`src/rtl/int_to_fp_arbiter.sv`:
```
// Round-robin arbiter feeding a shared int-to-float converter, with a tag FIFO
// that routes each converter result back to the requester that issued it.
module int_to_fp_arbiter #(
    parameter int NUM_REQ = 3,
    parameter int DATA_W  = 21,
    parameter int RES_W   = 32,
    parameter int LATENCY = 6
) (
    input  logic                      clk,
    input  logic                      rst,
    input  logic [NUM_REQ-1:0]        req_valid,
    input  logic [NUM_REQ*DATA_W-1:0] req_data,
    output logic [NUM_REQ-1:0]        req_ready,
    output logic                      cvt_valid,
    output logic [DATA_W-1:0]         cvt_data,
    input  logic                      cvt_ready,
    input  logic                      res_valid,
    input  logic [RES_W-1:0]          res_data,
    output logic                      res_ready,
    output logic [NUM_REQ-1:0]        rsp_valid,
    output logic [RES_W-1:0]          rsp_data,
    input  logic [NUM_REQ-1:0]        rsp_ready,
    output logic                      err
);

    localparam int DEPTH = LATENCY + 2;
    localparam int IDX_W = (NUM_REQ > 1) ? $clog2(NUM_REQ) : 1;
    localparam int PTR_W = (DEPTH > 1) ? $clog2(DEPTH) : 1;
    localparam int CNT_W = $clog2(DEPTH + 1);

    logic [IDX_W-1:0] last_grant;
    logic [IDX_W-1:0] lock_idx;
    logic             lock;
    logic [IDX_W-1:0] rr_grant;
    logic [IDX_W-1:0] grant;
    logic [IDX_W-1:0] tag_mem [DEPTH];
    logic [PTR_W-1:0] wr_ptr;
    logic [PTR_W-1:0] rd_ptr;
    logic [CNT_W-1:0] tag_cnt;
    logic [IDX_W-1:0] head;
    logic             tag_full;
    logic             tag_empty;
    logic             any_valid;
    logic             issue;
    logic             retire;

    function automatic logic [PTR_W-1:0] ptr_inc(input logic [PTR_W-1:0] p);
        return (p == PTR_W'(DEPTH - 1)) ? '0 : p + PTR_W'(1);
    endfunction

    assign any_valid = |req_valid;
    assign tag_full  = (tag_cnt == CNT_W'(DEPTH));
    assign tag_empty = (tag_cnt == '0);
    assign head      = tag_mem[rd_ptr];

    // Scan from farthest to nearest so the nearest valid requester after last_grant wins.
    always_comb begin
        int               cand;
        logic [IDX_W-1:0] cand_idx;
        rr_grant = last_grant;
        for (int k = NUM_REQ; k >= 1; k--) begin
            cand     = (int'(last_grant) + k) % NUM_REQ;
            cand_idx = IDX_W'(cand);
            if (req_valid[cand_idx]) begin
                rr_grant = cand_idx;
            end
        end
    end

    assign grant     = lock ? lock_idx : rr_grant;
    assign cvt_valid = any_valid && !tag_full;
    assign issue     = cvt_valid && cvt_ready;

    always_comb begin
        cvt_data  = '0;
        req_ready = '0;
        for (int i = 0; i < NUM_REQ; i++) begin
            if (grant == IDX_W'(i)) begin
                cvt_data     = req_data[i*DATA_W +: DATA_W];
                req_ready[i] = any_valid && cvt_ready && !tag_full;
            end
        end
    end

    always_comb begin
        rsp_valid = '0;
        res_ready = 1'b1;
        if (!tag_empty) begin
            rsp_valid[head] = res_valid;
            res_ready       = rsp_ready[head];
        end
    end

    assign rsp_data = res_data;
    assign retire   = res_valid && res_ready && !tag_empty;

    always_ff @(posedge clk) begin
        if (rst) begin
            wr_ptr     <= '0;
            rd_ptr     <= '0;
            tag_cnt    <= '0;
            lock       <= 1'b0;
            lock_idx   <= '0;
            last_grant <= IDX_W'(NUM_REQ - 1);
            err        <= 1'b0;
        end else begin
            if (issue) begin
                tag_mem[wr_ptr] <= grant;
                wr_ptr          <= ptr_inc(wr_ptr);
                last_grant      <= grant;
                lock            <= 1'b0;
            end else if (cvt_valid) begin
                lock     <= 1'b1;
                lock_idx <= grant;
            end
            if (retire) begin
                rd_ptr <= ptr_inc(rd_ptr);
            end
            case ({issue, retire})
                2'b10:   tag_cnt <= tag_cnt + CNT_W'(1);
                2'b01:   tag_cnt <= tag_cnt - CNT_W'(1);
                default: tag_cnt <= tag_cnt;
            endcase
            // A result with nothing outstanding has no owner and is dropped.
            if ((issue && tag_full) || (res_valid && tag_empty)) begin
                err <= 1'b1;
            end
        end
    end

endmodule

```
`config.mk`:
```
export PLATFORM = sky130hd
export DESIGN_NAME = int_to_fp_arbiter
export DESIGN_NICKNAME = d
export VERILOG_FILES = /design/src/rtl/int_to_fp_arbiter.sv
export SDC_FILE = /design/constraint.sdc
export NUM_CORES = 1
export LEC_CHECK = 0
export CORE_UTILIZATION = 39
export CTS_BUF_LIST = sky130_fd_sc_hd__clkbuf_8
export DETAILED_ROUTE_END_ITERATION = 8
export HOLD_SLACK_MARGIN = 0.06
export PLACE_DENSITY = 0.86
export SETUP_SLACK_MARGIN = 0.4
export SLEW_MARGIN = 20
export SYNTH_ARGS = -nofsm -noshare
export SYNTH_HDL_FRONTEND = slang
export SYNTH_SLANG_ARGS = --single-unit
```
`constraint.sdc`:
```
create_clock -name clk -period 6 [get_ports clk]
set_clock_uncertainty 0.1 [all_clocks]
set_input_delay 1.2 -clock clk [delete_from_list [all_inputs] [get_ports clk]]
set_output_delay 1.2 -clock clk [all_outputs]
set_load 0.02 [all_outputs]
```
-- After elaboration in Yosys (flattened, before gate mapping)
Memories as Yosys holds them, arrays and structs flattened. A register that Yosys moved wholly into a read port is not among the register bits.
Cells that the tools add are included.
- output and inout bits: 62
- word-level logic and storage cells: 80
- memories kept: 1
- bits of input ports: 105
- bits in registers: 16
- memory bits (writable): 16
- reductions and logical operators: 18
- multiplexer cells: 30
- bitwise operators: 2
- add/sub/neg operators: 7
- magnitude comparators: 5
- divide/modulo/power cells: 3
- equality and inequality tests: 7
- memories (name ; words ; bits a word ; read ports ; clocked after memory_dff ; wr ports ; line ; RTL):
    tag_mem ; 8 ; 2 ; 1 ; 1 ; 1 ; 36 ; logic [IDX_W-1:0] tag_mem [DEPTH];
- operator list (operator ; number):
    remainder unit 32 x 3 -> 32 bit (second input constant) ; 3
    2-to-1 mux 21 bit ; 3
    2-to-1 mux 3 bit ; 5
    < comparator 2 x 3 -> 1 bit (second input constant) ; 4
    2-to-1 mux 1 bit ; 12
    logical AND 1 bit ; 9
    binary-select mux 1 bit (select 2 bit) ; 4
    2-to-1 mux 2 bit ; 4
    one-hot mux 4 bit (2 select lines) ; 1
    adder 2 x 2 -> 3 bit (second input constant) ; 2
    adder 3 x 1 -> 3 bit (second input constant) ; 2
    == test 3 bit (second input constant) ; 2
    adder 4 x 1 -> 4 bit (second input constant) ; 1
    == test 2 x 1 -> 1 bit (second input constant) ; 2
    == test 2 bit (second input constant) ; 2
    == test 4 bit (second input constant) ; 1
    logical NOT 4 bit ; 1
    subtractor 4 x 1 -> 4 bit (second input constant) ; 1
    adder 2 x 1 -> 3 bit (second input constant) ; 1
    AND 3 bit ; 1
    OR reduction 3 bit ; 1
    demux 1 bit (select 2 bit) ; 1
    greater-or-equal comparator 2 x 1 -> 1 bit (second input constant) ; 1
    logical NOT 1 bit ; 2
    6 further kinds ; 6

-- Logic depth before layout (Yosys ltp)
- word-level depth: 12
- depth in mapped cells: 14
- gate-level depth less buffers: 13

-- Least setup slack after synthesis
No wires, ideal clock.
- path kind: input -> output
- start: input port req_valid[2]
- end: output port req_ready[0]
- path buffers: 2
- cell stages on the path: 7
- setup slack: 1866 ps
- required time: 4700 ps
- arrival: 2834 ps
- path through: nor3_1 -> a21oi_1 -> and2_1 -> clkbuf_1 -> inv_1 -> buf_2 -> nor3_1
- word-level cells in the longest chain between the ends: 8
- elaborated cells on any way between the ends: 15
- classes of those cells: mux (11); reduce/logical (4)
- ends and longest elaborated chain (item ; line ; RTL):
    from (decl) ; 11 ; input logic [NUM_REQ-1:0] req_valid,
    binary-select mux 1 bit (select 2 bit) ; 64 ; if (req_valid[cand_idx]) begin
    2-to-1 mux 1 bit (implied by the code) ; 64 ;
    2-to-1 mux 2 bit (3 in series) ; 64 ;
    2-to-1 mux 2 bit ; 70 ; assign grant = lock ? lock_idx : rr_grant;
    logical NOT 2 bit ; 78 ; if (grant == IDX_W'(i)) begin
    2-to-1 mux 1 bit (*) ; 78 ;
    to (decl) ; 13 ; output logic [NUM_REQ-1:0] req_ready,
Every way passes the cells marked *; elsewhere a longest branch is shown, timed or not. The select of a mux whose other input is x is not followed.

-- Worst setup path in the final report
- start: input port req_valid[1]
- end: output port cvt_data[12]
- word-level cells in the longest chain between the ends: 10
- elaborated cells on any way between the ends: 16
- classes of those cells: eq/ne (2); mux (13); reduce/logical (1)
- ends and longest elaborated chain (item ; line ; RTL):
    binary-select mux 1 bit (select 2 bit) ; 64 ;
    2-to-1 mux 1 bit (implied by the code) ; 64 ;
    2-to-1 mux 2 bit (2 in series) ; 64 ;
    2-to-1 mux 2 bit (*) ; 64 ;
    2-to-1 mux 2 bit (*) ; 70 ;
    logical NOT 2 bit ; 78 ;
    2-to-1 mux 21 bit (2 in series) ; 78 ;
    2-to-1 mux 21 bit (*) ; 78 ;
    to (decl) ; 15 ; output logic [DATA_W-1:0] cvt_data,
Marked as above.

==> results.toml <==
[outcome]
status = "finished clean"

[layout]
fin_cells = 414
layout.nets = 451
n_antenna_cell = 0
final_util = 0.552
drive_above_1_share = 0.0623
synthToLayoutAreaGrowth_pct = 36.7

[grt]
use_met1 = 0.206
grt_util_all_layers = 0.175
grt_use_met3 = 0.0398
grt_pass1_wl_um = 9870
overflow = 0
antenna_found_initial = 0
grt_pass1_vias = 2166
grt-busiest-layer = "met2"
met2_usage = 0.317
grt_max_degree = 35

[logic_synthesis]
synth_cell_types = 46
avgSynthCellArea_um2 = 9.53
synth.net_count = 384
synth_fa_ha_area_frac = 0.0488
yosysTopAreaCellShare = 0.187
synth.area.top_cells = "edfxtp_1 (19%), dfxtp_1 (15%), mux2i_1 (11%)"
yosysWarnings = 0
synth_compound_gate_area_share = 0.164
synth_xor_area_frac = 0.0102
synth_top_family_by_area = "simple AND/OR/NAND/NOR gates"
ys_seq_elements = 35
synthCells = 269
yosysSeqAreaShare = 0.336
syn-cell-area_mm2 = 0.00256
synth.largest_area_cell = "edfxtp_1"
synth-simple-area-share = 0.172
muxShareOfSynthArea = 0.137

[sta]
worst_pin_slew_ps = 735
period_share = 0.870
period_needed_ps = 5220
setup_viol = 0
rsz0062_at_grt = "no"
slew_viol_final = 0
timing.fmax_mhz = 192
hold_viol_final = 0
relSlewSlack = 0.508
tns_ps = 0

[setup_path]
crit_slowest_cell = "clkdlybuf4s50_1"
crit_path_max_fanout = 30
worst-endpoint-required_ps = 4700
cp.arrival_ps = 3920
crit_path_max_incr_delay_ps = 630
start_kind = "primary input"
crit_top_cell = "clkdlybuf4s50_1"
crit_type = "in2out"
endpoint_kind = "output port"
crit_chain = "clkdlybuf4s50_1 > nor2b_1 > o21a_1 > o211ai_1 > and2_4 > clkinv_2 > mux2i_1 > o2bb2ai_1 > clkdlybuf4s50_1"

[clock_tree]
cts_sinks = 35
insertion_delay_ps = 290
clkSlewWorstSetupHoldPaths_ps = 70
htree_levels = 2
cts-root-buf = "clkbuf_8"
cts_tree = "yes"
cts_resized = 0
ctsHoldBuffers = 0
post_cts_buffers = 0
cts_made_buffers = 5
clock_path_buffers = 2

[detailed_routing]
drt_wl_total_um = 5950
wire_per_inst_um = 14.4
firstDrtPassIters = 4
num_vias = 2196
via_per_inst = 5.30
drc_errors = 0
first_iter_violations = 63
ant_nets = 0

[floorplanning]
die-area_mm2 = 0.00690
ios = 167
std_cell_rows = 29
initial_core_util = 0.404
core_mm2 = 0.00635
dieWidth_um = 83.1
chipHeight_um = 83.1

[power]
power_density_mw_per_mm2 = 268
leakagePower_nw = 1.28
peakVddDrop_mv = 0.152

[placed_design]
dp_hpwl_um = 4540
port_buffers = 102
place_congestion = 0.890
placed_cells = 406

[hold_path]
hold_path.class = "reg2reg"

[job]
cap_violations = 0
[flip-flops by register name (all words and copies together), names as in the netlist, named ones only]
name and count:
lock 1, last_grant 2, tag_cnt 4, wr_ptr 3, lock_idx 2, err 1
tag_mem 16, rd_ptr 3
[power by group]
part | internal (mW) | leakage (nW) | switching [mW]
clock network | 0.126 | 0.0587 | 0.0954
logic | 0.217 | 0.924 | 0.215
registers | 0.269 | 0.301 | 0.0158
total | 0.612 | 1.28 | 0.326
[layout by cell type (no fill, tap or decap), types with 2 or more instances in the layout]
cell type / Yosys / routed
mux2i_1: 29 / 29
o211ai_1: 3 / 3
a21oi_1: 15 / 15
o21a_1: 2 / 2
dfxtp_1: 19 / 19
and3_1: 2 / 2
and2_1: 3 / 3
o21ai_0: 3 / 3
clkbuf_8: 0 / 5
mux4_2: 2 / 2
nand3_1: 2 / 2
nand2b_1: 3 / 3
nand3b_1: 5 / 5
ha_1: 10 / 10
nor3_1: 11 / 11
nor3b_1: 2 / 2
inv_1: 7 / 7
nor2b_1: 8 / 8
clkdlybuf4s50_1: 0 / 102
nor4bb_1: 2 / 2
o21ai_1: 2 / 2
a32o_1: 3 / 3
buf_4: 35 / 2
or3_1: 2 / 2
edfxtp_1: 16 / 16
o2bb2ai_1: 21 / 21
nand2_1: 16 / 16
xor2_1: 3 / 3
nor2_1: 18 / 18
[through the flow]
stage,hold slack [ps],instance area (um2),worst slack (ps),power (mW)
floorplan,356,2560,1870,0.576
global placement,349,3390,801,0.715
detailed placement,364,3390,771,0.724
CTS,378,3500,765,0.945
global route,426,3500,550,0.991
finish,371,3500,779,0.939
[synthesized netlist by cell type, drive strengths merged]
| cell | number |
|---|---|
| and2 | 4 |
| nor2 | 18 |
| nand2 | 16 |
| o2111ai | 1 |
| xor2 | 3 |
| or2 | 3 |
| clkinv | 1 |
| o2bb2ai | 21 |
| and3 | 3 |
| nor4 | 1 |
| mux4 | 2 |
| mux2i | 29 |
| mux2 | 1 |
| a31o | 1 |
| nand3b | 5 |
| or3 | 2 |
| a221oi | 1 |
| nand2b | 3 |
| edfxtp | 16 |
| o21ai | 5 |
| nor3 | 11 |
| a21oi | 15 |
| o211ai | 3 |
| a22oi | 1 |
| dfxtp | 19 |
| nor2b | 8 |
| clkbuf | 5 |
| nor4bb | 2 |
| o21a | 2 |
| a31oi | 2 |
| buf | 39 |
| nand3 | 2 |
| inv | 7 |
| ha | 10 |
| nor4b | 1 |
| nor3b | 2 |
| nand4 | 1 |
| a32o | 3 |
[kinds of logic (layout without fill, tap and decap cells)]
| logic type | Yosys count | count (layout) |
|---|---|---|
| flops | 35 | 35 |
| xor+xnor | 3 | 3 |
| fa+ha+maj | 10 | 10 |
| simple gates | 82 | 82 |
| buf+inv | 52 | 120 |
| compound gates | 55 | 55 |
| mux | 32 | 32 |
[routing by layer]
layer  up-vias  share of wire
met5         -              0
met2        96           0.50
li1       1084              -
met4         0         0.0091
met3         5          0.061
met1      1011           0.43
[worst paths after layout]
| kind | startpoint | to | slack (ps) | cells after the start |
|---|---|---|---|---|
| max | req_valid[1] | cvt_data[12] | 780 | 9 |
| min | err$_SDFFE_PP0P_ | err$_SDFFE_PP0P_ | 370 | 2 |
| max reg2reg | flop | tag_cnt[2]$_SDFFE_PP0P_ | 2530 | 12 |
| min reg2reg | err$_SDFFE_PP0P_ | err$_SDFFE_PP0P_ | 370 | 2 |
[layout make-up]
| cell class | instances | area, um2 |
|---|---|---|
| Fill cell | 558 | 2850 |
| Inverter | 8 | 31.3 |
| Clock buffer | 5 | 68.8 |
| Clock inverter | 3 | 47.5 |
| Multi-Input combinational cell | 182 | 1360 |
| Timing Repair Buffer | 104 | 1040 |
| Sequential cell | 35 | 861 |
| Tap cell | 77 | 96.3 |
[critical path, delay by kind of cell]
kind	cells	cell delay, ps
AOI/OAI and AO/OA	3	530
muxes	1	250
and+or+nand+nor	2	290
buffers and inverters	3	1650
Note: power is estimated with default switching activity, not from simulation.
